**config.mk**
```make
export PLATFORM = sky130hd
export DESIGN_NAME = pwm_multi
export DESIGN_NICKNAME = d
export VERILOG_FILES = /design/src/rtl/pwm_multi.sv
export SDC_FILE = /design/constraint.sdc
export NUM_CORES = 1
export LEC_CHECK = 0
export ABC_CLOCK_PERIOD_IN_PS = 2300
export CAP_MARGIN = 10
export CORE_MARGIN = 3
export CORE_UTILIZATION = 35
export DETAILED_ROUTE_END_ITERATION = 7
export GPL_TIMING_DRIVEN = 0
export SLEW_MARGIN = 20
export SYNTH_ARGS = -nofsm -noshare
export SYNTH_HDL_FRONTEND = slang
export SYNTH_SLANG_ARGS = --single-unit
```
**constraint.sdc**
```tcl
create_clock -name clk -period 2.3 [get_ports clk]
set_input_delay 0.46 -clock clk [delete_from_list [all_inputs] [get_ports clk]]
set_output_delay 0.46 -clock clk [all_outputs]
set_load 0.02 [all_outputs]
```
**src/rtl/pwm_multi.sv**
```systemverilog
// Multi-channel PWM with double-buffered period/duty applied at period boundaries.
// Optional macro PWM_CENTER_ALIGN_EN selects up/down (centre-aligned) counting.
module pwm_multi #(
    parameter int CH = 4,
    parameter int CW = 8
) (
    input  logic               clk,
    input  logic               rst_n,
    input  logic               en,
    input  logic [CW-1:0]      period,
    input  logic [CH*CW-1:0]   duty,
    input  logic               load,
    output logic [CH-1:0]      pwm_out,
    output logic [CW-1:0]      cnt,
    output logic               period_start,
    output logic               upd_pending
);

    localparam logic [CW-1:0] ZERO = {CW{1'b0}};
    localparam logic [CW-1:0] ONE  = {{(CW-1){1'b0}}, 1'b1};

    logic [CW-1:0]          cnt_q, cnt_d;
    logic [CW-1:0]          p_act_q, p_act_d, p_pen_q, p_pen_d;
    logic [CH-1:0][CW-1:0]  d_act_q, d_act_d, d_pen_q, d_pen_d;
    logic                   upd_pending_q, upd_pending_d;
    logic [CH-1:0]          pwm_q, pwm_d;
    logic                   boundary_s;
    logic                   apply_s;
`ifdef PWM_CENTER_ALIGN_EN
    logic                   dir_dn_q, dir_dn_d;
`endif

    // Counter next state: sawtooth by default, triangle when centre-aligned
    always_comb begin
        cnt_d = cnt_q;
`ifdef PWM_CENTER_ALIGN_EN
        dir_dn_d = dir_dn_q;
        if (!en || (p_act_q == ZERO)) begin
            cnt_d    = ZERO;
            dir_dn_d = 1'b0;
        end else if (dir_dn_q) begin
            // Reaching 0 turns the count back up; that step is the boundary.
            if (cnt_q <= ONE) begin
                cnt_d    = ZERO;
                dir_dn_d = 1'b0;
            end else begin
                cnt_d    = cnt_q - ONE;
                dir_dn_d = 1'b1;
            end
        end else begin
            if (cnt_q >= p_act_q) begin
                cnt_d    = ZERO;
                dir_dn_d = 1'b0;
            end else begin
                cnt_d    = cnt_q + ONE;
                dir_dn_d = ((cnt_q + ONE) == p_act_q);
            end
        end
`else
        if (!en) begin
            cnt_d = ZERO;
        end else if (cnt_q >= p_act_q) begin
            cnt_d = ZERO;
        end else begin
            cnt_d = cnt_q + ONE;
        end
`endif
    end

    assign boundary_s = en && (cnt_d == ZERO);
    assign apply_s    = upd_pending_q && (boundary_s || !en);

    // Active/pending register updates; a coincident load re-arms the pending set
    always_comb begin
        p_act_d       = p_act_q;
        d_act_d       = d_act_q;
        p_pen_d       = p_pen_q;
        d_pen_d       = d_pen_q;
        upd_pending_d = upd_pending_q;
        if (apply_s) begin
            p_act_d       = p_pen_q;
            d_act_d       = d_pen_q;
            upd_pending_d = 1'b0;
        end else begin
            upd_pending_d = upd_pending_q;
        end
        if (load) begin
            p_pen_d       = period;
            d_pen_d       = duty;
            upd_pending_d = 1'b1;
        end else begin
            p_pen_d = p_pen_q;
        end
    end

    // PWM compare against the current counter, registered one clock later
    always_comb begin
        pwm_d = {CH{1'b0}};
        for (int i = 0; i < CH; i++) begin
            if (!en) begin
                pwm_d[i] = 1'b0;
            end else begin
`ifdef PWM_CENTER_ALIGN_EN
                // Down-leg includes the equal value so the pulse is 2*D wide.
                pwm_d[i] = dir_dn_q ? (cnt_q <= d_act_q[i]) : (cnt_q < d_act_q[i]);
`else
                pwm_d[i] = (cnt_q < d_act_q[i]);
`endif
            end
        end
    end

    // State registers with asynchronous active-low reset
    always_ff @(posedge clk or negedge rst_n) begin
        if (!rst_n) begin
            cnt_q         <= ZERO;
            p_act_q       <= {CW{1'b1}};
            p_pen_q       <= {CW{1'b1}};
            d_act_q       <= {(CH*CW){1'b0}};
            d_pen_q       <= {(CH*CW){1'b0}};
            upd_pending_q <= 1'b0;
            pwm_q         <= {CH{1'b0}};
`ifdef PWM_CENTER_ALIGN_EN
            dir_dn_q      <= 1'b0;
`endif
        end else begin
            cnt_q         <= cnt_d;
            p_act_q       <= p_act_d;
            p_pen_q       <= p_pen_d;
            d_act_q       <= d_act_d;
            d_pen_q       <= d_pen_d;
            upd_pending_q <= upd_pending_d;
            pwm_q         <= pwm_d;
`ifdef PWM_CENTER_ALIGN_EN
            dir_dn_q      <= dir_dn_d;
`endif
        end
    end

    assign pwm_out      = pwm_q;
    assign cnt          = cnt_q;
    assign upd_pending  = upd_pending_q;
    assign period_start = en && (cnt_q == ZERO);

endmodule

```
==> out/results.tsv, run 1 <==
metric	value	unit
status	finished clean	
grt_setup_unrepaired	yes	
crit_path_cell_trace	nand2_1, nor3_2, xor2_1, nor4_4, o21ai_4, buf_12, buf_12, mux2_4	
count_of_boundary_i_o_pins	58	
initialDrtViolationCount	110	
postRouteAntennaNets	0	
synth_top_family_by_area	multiplexers	
synthSimpleGateAreaFrac	0.0563	
routedWlPerCell	15.4	um
area_growth	31.1	%
report.final.hold_viol_count	0	
layout-drive-gt1-share	0.358	
path_max_fanout	13	
die_area	0.0147	mm^2
slew_worst_pin	635	ps
timing.max_slew.rel_slack	0.577	
achievable_clock_frequency	436	MHz
grt_max_degree	63	
clock_skew	7.74	ps
setup-tns-final	0	ps
crit_path_max_incr_delay	560	ps
ys_seq_elements	93	
sinks_on_the_clock_net	93	
clockRootBuffer	sky130_fd_sc_hd__clkbuf_16	
gp_routability_congestion	0.775	
final_period_minus_worst_setup_slack	2290	ps
postSynth.topFlopCell	sky130_fd_sc_hd__dfrtp_1	
first_pass_grt_wire_length	15700	um
portion_of_netlist_area_occupied_by_mux_cells	0.228	
syn_avg_cell_area	13.2	um^2
cp.required	2520	ps
power-per-cell-area	809	mW/mm^2
synthXorXnorAreaFrac	0.0113	
dieWidth	121	um
timing.final.crit_share	0.998	
worst_skew_pair.late_latency	340	ps
residual_drc	0	
timing_worst_setup_path_type	flip-flop to flip-flop	
synth_edf_count	0	
critical_path.startpoint	cnt[3]$_DFF_PN0_	
synth-adder-area-share	0.102	
ys_top_cells_by_area	sky130_fd_sc_hd__dfrtp_1 (41%), sky130_fd_sc_hd__mux2_4 (13%), sky130_fd_sc_hd__ha_1 (10%), sky130_fd_sc_hd__mux2_2 (9.7%), sky130_fd_sc_hd__dfstp_2 (9.0%)	
critical-path-top-cell-by-count	sky130_fd_sc_hd__buf_12	
vias_per_cell	4.62	
cts-buffers-inserted	9	
initial_core_util	0.362	
synth_fp_nets	434	
core	0.0128	mm^2
synth_area	0.00465	mm^2
complex_gate_fraction_of_the_synthesized_area	0.0482	
cp.arrival	2520	ps
placementRows	41	
critical_path.slowest_cell	sky130_fd_sc_hd__dfrtp_2	
setup_violations	0	
async_reset_ff_frac	1.00	
postLayoutCellArea	0.00610	mm^2
routed_wirelength	9520	um
synth_most_common_cell	sky130_fd_sc_hd__dfrtp_1	
tritoncts	done	
post-route-util	0.475	
dp_hpwl	6390	um
timing.final.ws_setup	5.23	ps
floorplan.die.height	121	um
final_max_slew_viol_count	0	
synth_top_area_cell	sky130_fd_sc_hd__dfrtp_1	
p_leak	2.93	nW
ys_top_cells_by_count	sky130_fd_sc_hd__dfrtp_1 (77), sky130_fd_sc_hd__inv_1 (42), sky130_fd_sc_hd__mux2_2 (40), sky130_fd_sc_hd__mux2_4 (40), sky130_fd_sc_hd__ha_1 (38)	
first_global_vias	3063	
clk_path_buf_depth	2	
worst_setup_hold_path_clk_slew	60	ps
final_nets	524	
critical_path.endpoint_type	flip-flop	
holdCritStartpoint	d_pen_q[23]$_DFFE_PN0P_	
pre_cts_slack	-385	ps
grt.overflow.total	0	
seq_area_frac_synth	0.505	
antenna_found_initial	0	
hold_path_class	flip-flop to flip-flop	
worstSetupStartpointType	flip-flop	
synth_warnings	0	
hold_slack	502	ps
post_synth_inst_count	352	
cell_area_placed	0.00547	mm^2
first_pass_iters	5	
io_buffers	56	
cts_htree_levels	3	
max_cap_violations	0	
antenna_cells	0	
worst_ir_drop_vdd	0.000434	V
grt_usage	0.139	
rr_startpoint	cnt[3]$_DFF_PN0_	
dr_total_vias	2861	
synth_top_area_share	0.415	
post_synth_num_cell_types	33	
-- logic make-up (layout without fill, tap and decap cells) --
| logic type | after synthesis | count (layout) |
|---|---|---|
| multiplexers | 81 | 81 |
| flip-flops | 93 | 93 |
| buffers and inverters | 52 | 147 |
| AO/OA/AOI/OAI | 33 | 33 |
| adder cells (fa/ha/maj) | 38 | 38 |
| AND/OR/NAND/NOR | 49 | 49 |
| XOR/XNOR | 6 | 6 |
-- stage by stage --
step / power (mW) / instances
3_3_place_gp: 3.38 / 580
5_1_grt: 5.26 / 619
6_report: 4.93 / 619
3_5_place_dp: 3.44 / 581
2_1_floorplan: 3.06 / 352
4_1_cts: 4.97 / 616
-- worst paths after layout --
kind / end / cells past startpoint / slack (ps)
setup / recovery: d_act_q[4]$_DFFE_PN0P_ / 8 / 5
hold reg to reg: d_act_q[23]$_DFFE_PN0P_ / 1 / 500
setup reg to reg: d_act_q[4]$_DFFE_PN0P_ / 8 / 5
min in group asynchronous: d_pen_q[28]$_DFFE_PN0P_ / 2 / 580
hold / removal: d_act_q[23]$_DFFE_PN0P_ / 1 / 500
max in group asynchronous: p_pen_q[7]$_DFFE_PN1P_ / 3 / 1090
-- area by class of cell --
cell class,instances,area (um^2)
plain buffers,10,114
clock buffers,13,250
clock inverters,3,21.3
fillers,1169,6730
inverters,42,160
multi-input cells,207,2160
flip-flops and latches,93,2360
well taps,172,215
repair buffers,79,818
-- registers in the layout (all words and copies together), names as in the netlist --
signal and count:
cnt 8, p_act_q 8, d_act_q 32, p_pen_q 8, pwm_out 4, d_pen_q 32
upd_pending 1
-- power breakdown --
part           internal, mW  leakage, nW  total (mW)  switching [mW]
clock                 0.764        0.130        1.36           0.598
sequential             1.99         1.07        2.18           0.188
combinational         0.856         1.73        1.39           0.531
-- cells in the final DEF (no fill, tap or decap), types with 4 or more instances in the layout --
master                            instances
sky130_fd_sc_hd__dfrtp_1                 70
sky130_fd_sc_hd__clkdlybuf4s50_1         53
sky130_fd_sc_hd__inv_1                   41
sky130_fd_sc_hd__mux2_2                  40
sky130_fd_sc_hd__mux2_4                  40
sky130_fd_sc_hd__ha_1                    34
sky130_fd_sc_hd__nor2_1                  17
sky130_fd_sc_hd__buf_4                   17
sky130_fd_sc_hd__dfstp_2                 16
sky130_fd_sc_hd__a21o_1                  10
sky130_fd_sc_hd__clkbuf_16               10
sky130_fd_sc_hd__nand2_1                  8
sky130_fd_sc_hd__o21ai_0                  8
sky130_fd_sc_hd__clkbuf_1                 8
sky130_fd_sc_hd__nor2b_1                  7
sky130_fd_sc_hd__dfrtp_2                  7
sky130_fd_sc_hd__buf_12                   6
sky130_fd_sc_hd__nand2b_1                 5
sky130_fd_sc_hd__xnor2_1                  4
sky130_fd_sc_hd__a211oi_1                 4
sky130_fd_sc_hd__o211ai_1                 4
-- critical path: cells and delay by family, from the launching register on --
kind | cells | cell delay [ps]
simple gates | 3 | 770
mux | 1 | 300
buf+inv | 2 | 300
flops | 1 | 560
xor+xnor | 1 | 140
compound gates | 1 | 90
-- what timing repair did --
action | 4_1_cts | 5_1_grt
setup endpoints to repair | 41 | 41
gates cloned | 1 | 1
hold endpoints to repair | 6 | 0
hold buffers | 1 | 0
buffers inserted | 17 | 2
resized for setup | 23 | 7
pin swaps | 5 | 3
-- routing by layer --
metal | global-route usage | vias to the layer above | share of wire
met5 | 0 | - | 0
met2 | 0.223 | 45 | 0.48
met3 | 0.0266 | 9 | 0.032
li1 | - | 1383 | -
met4 | 0.0511 | 0 | 0.015
met1 | 0.187 | 1424 | 0.47
Power figures use the tool's default switching activity.
==> run 2, diff against run 1 <==
Settings changed: CAP_MARGIN 10 to 25, CTS_CLUSTER_SIZE from default to 24.
==> results of run 2 <==
The final DEF is identical to that of run 1; final timing and power are the same.
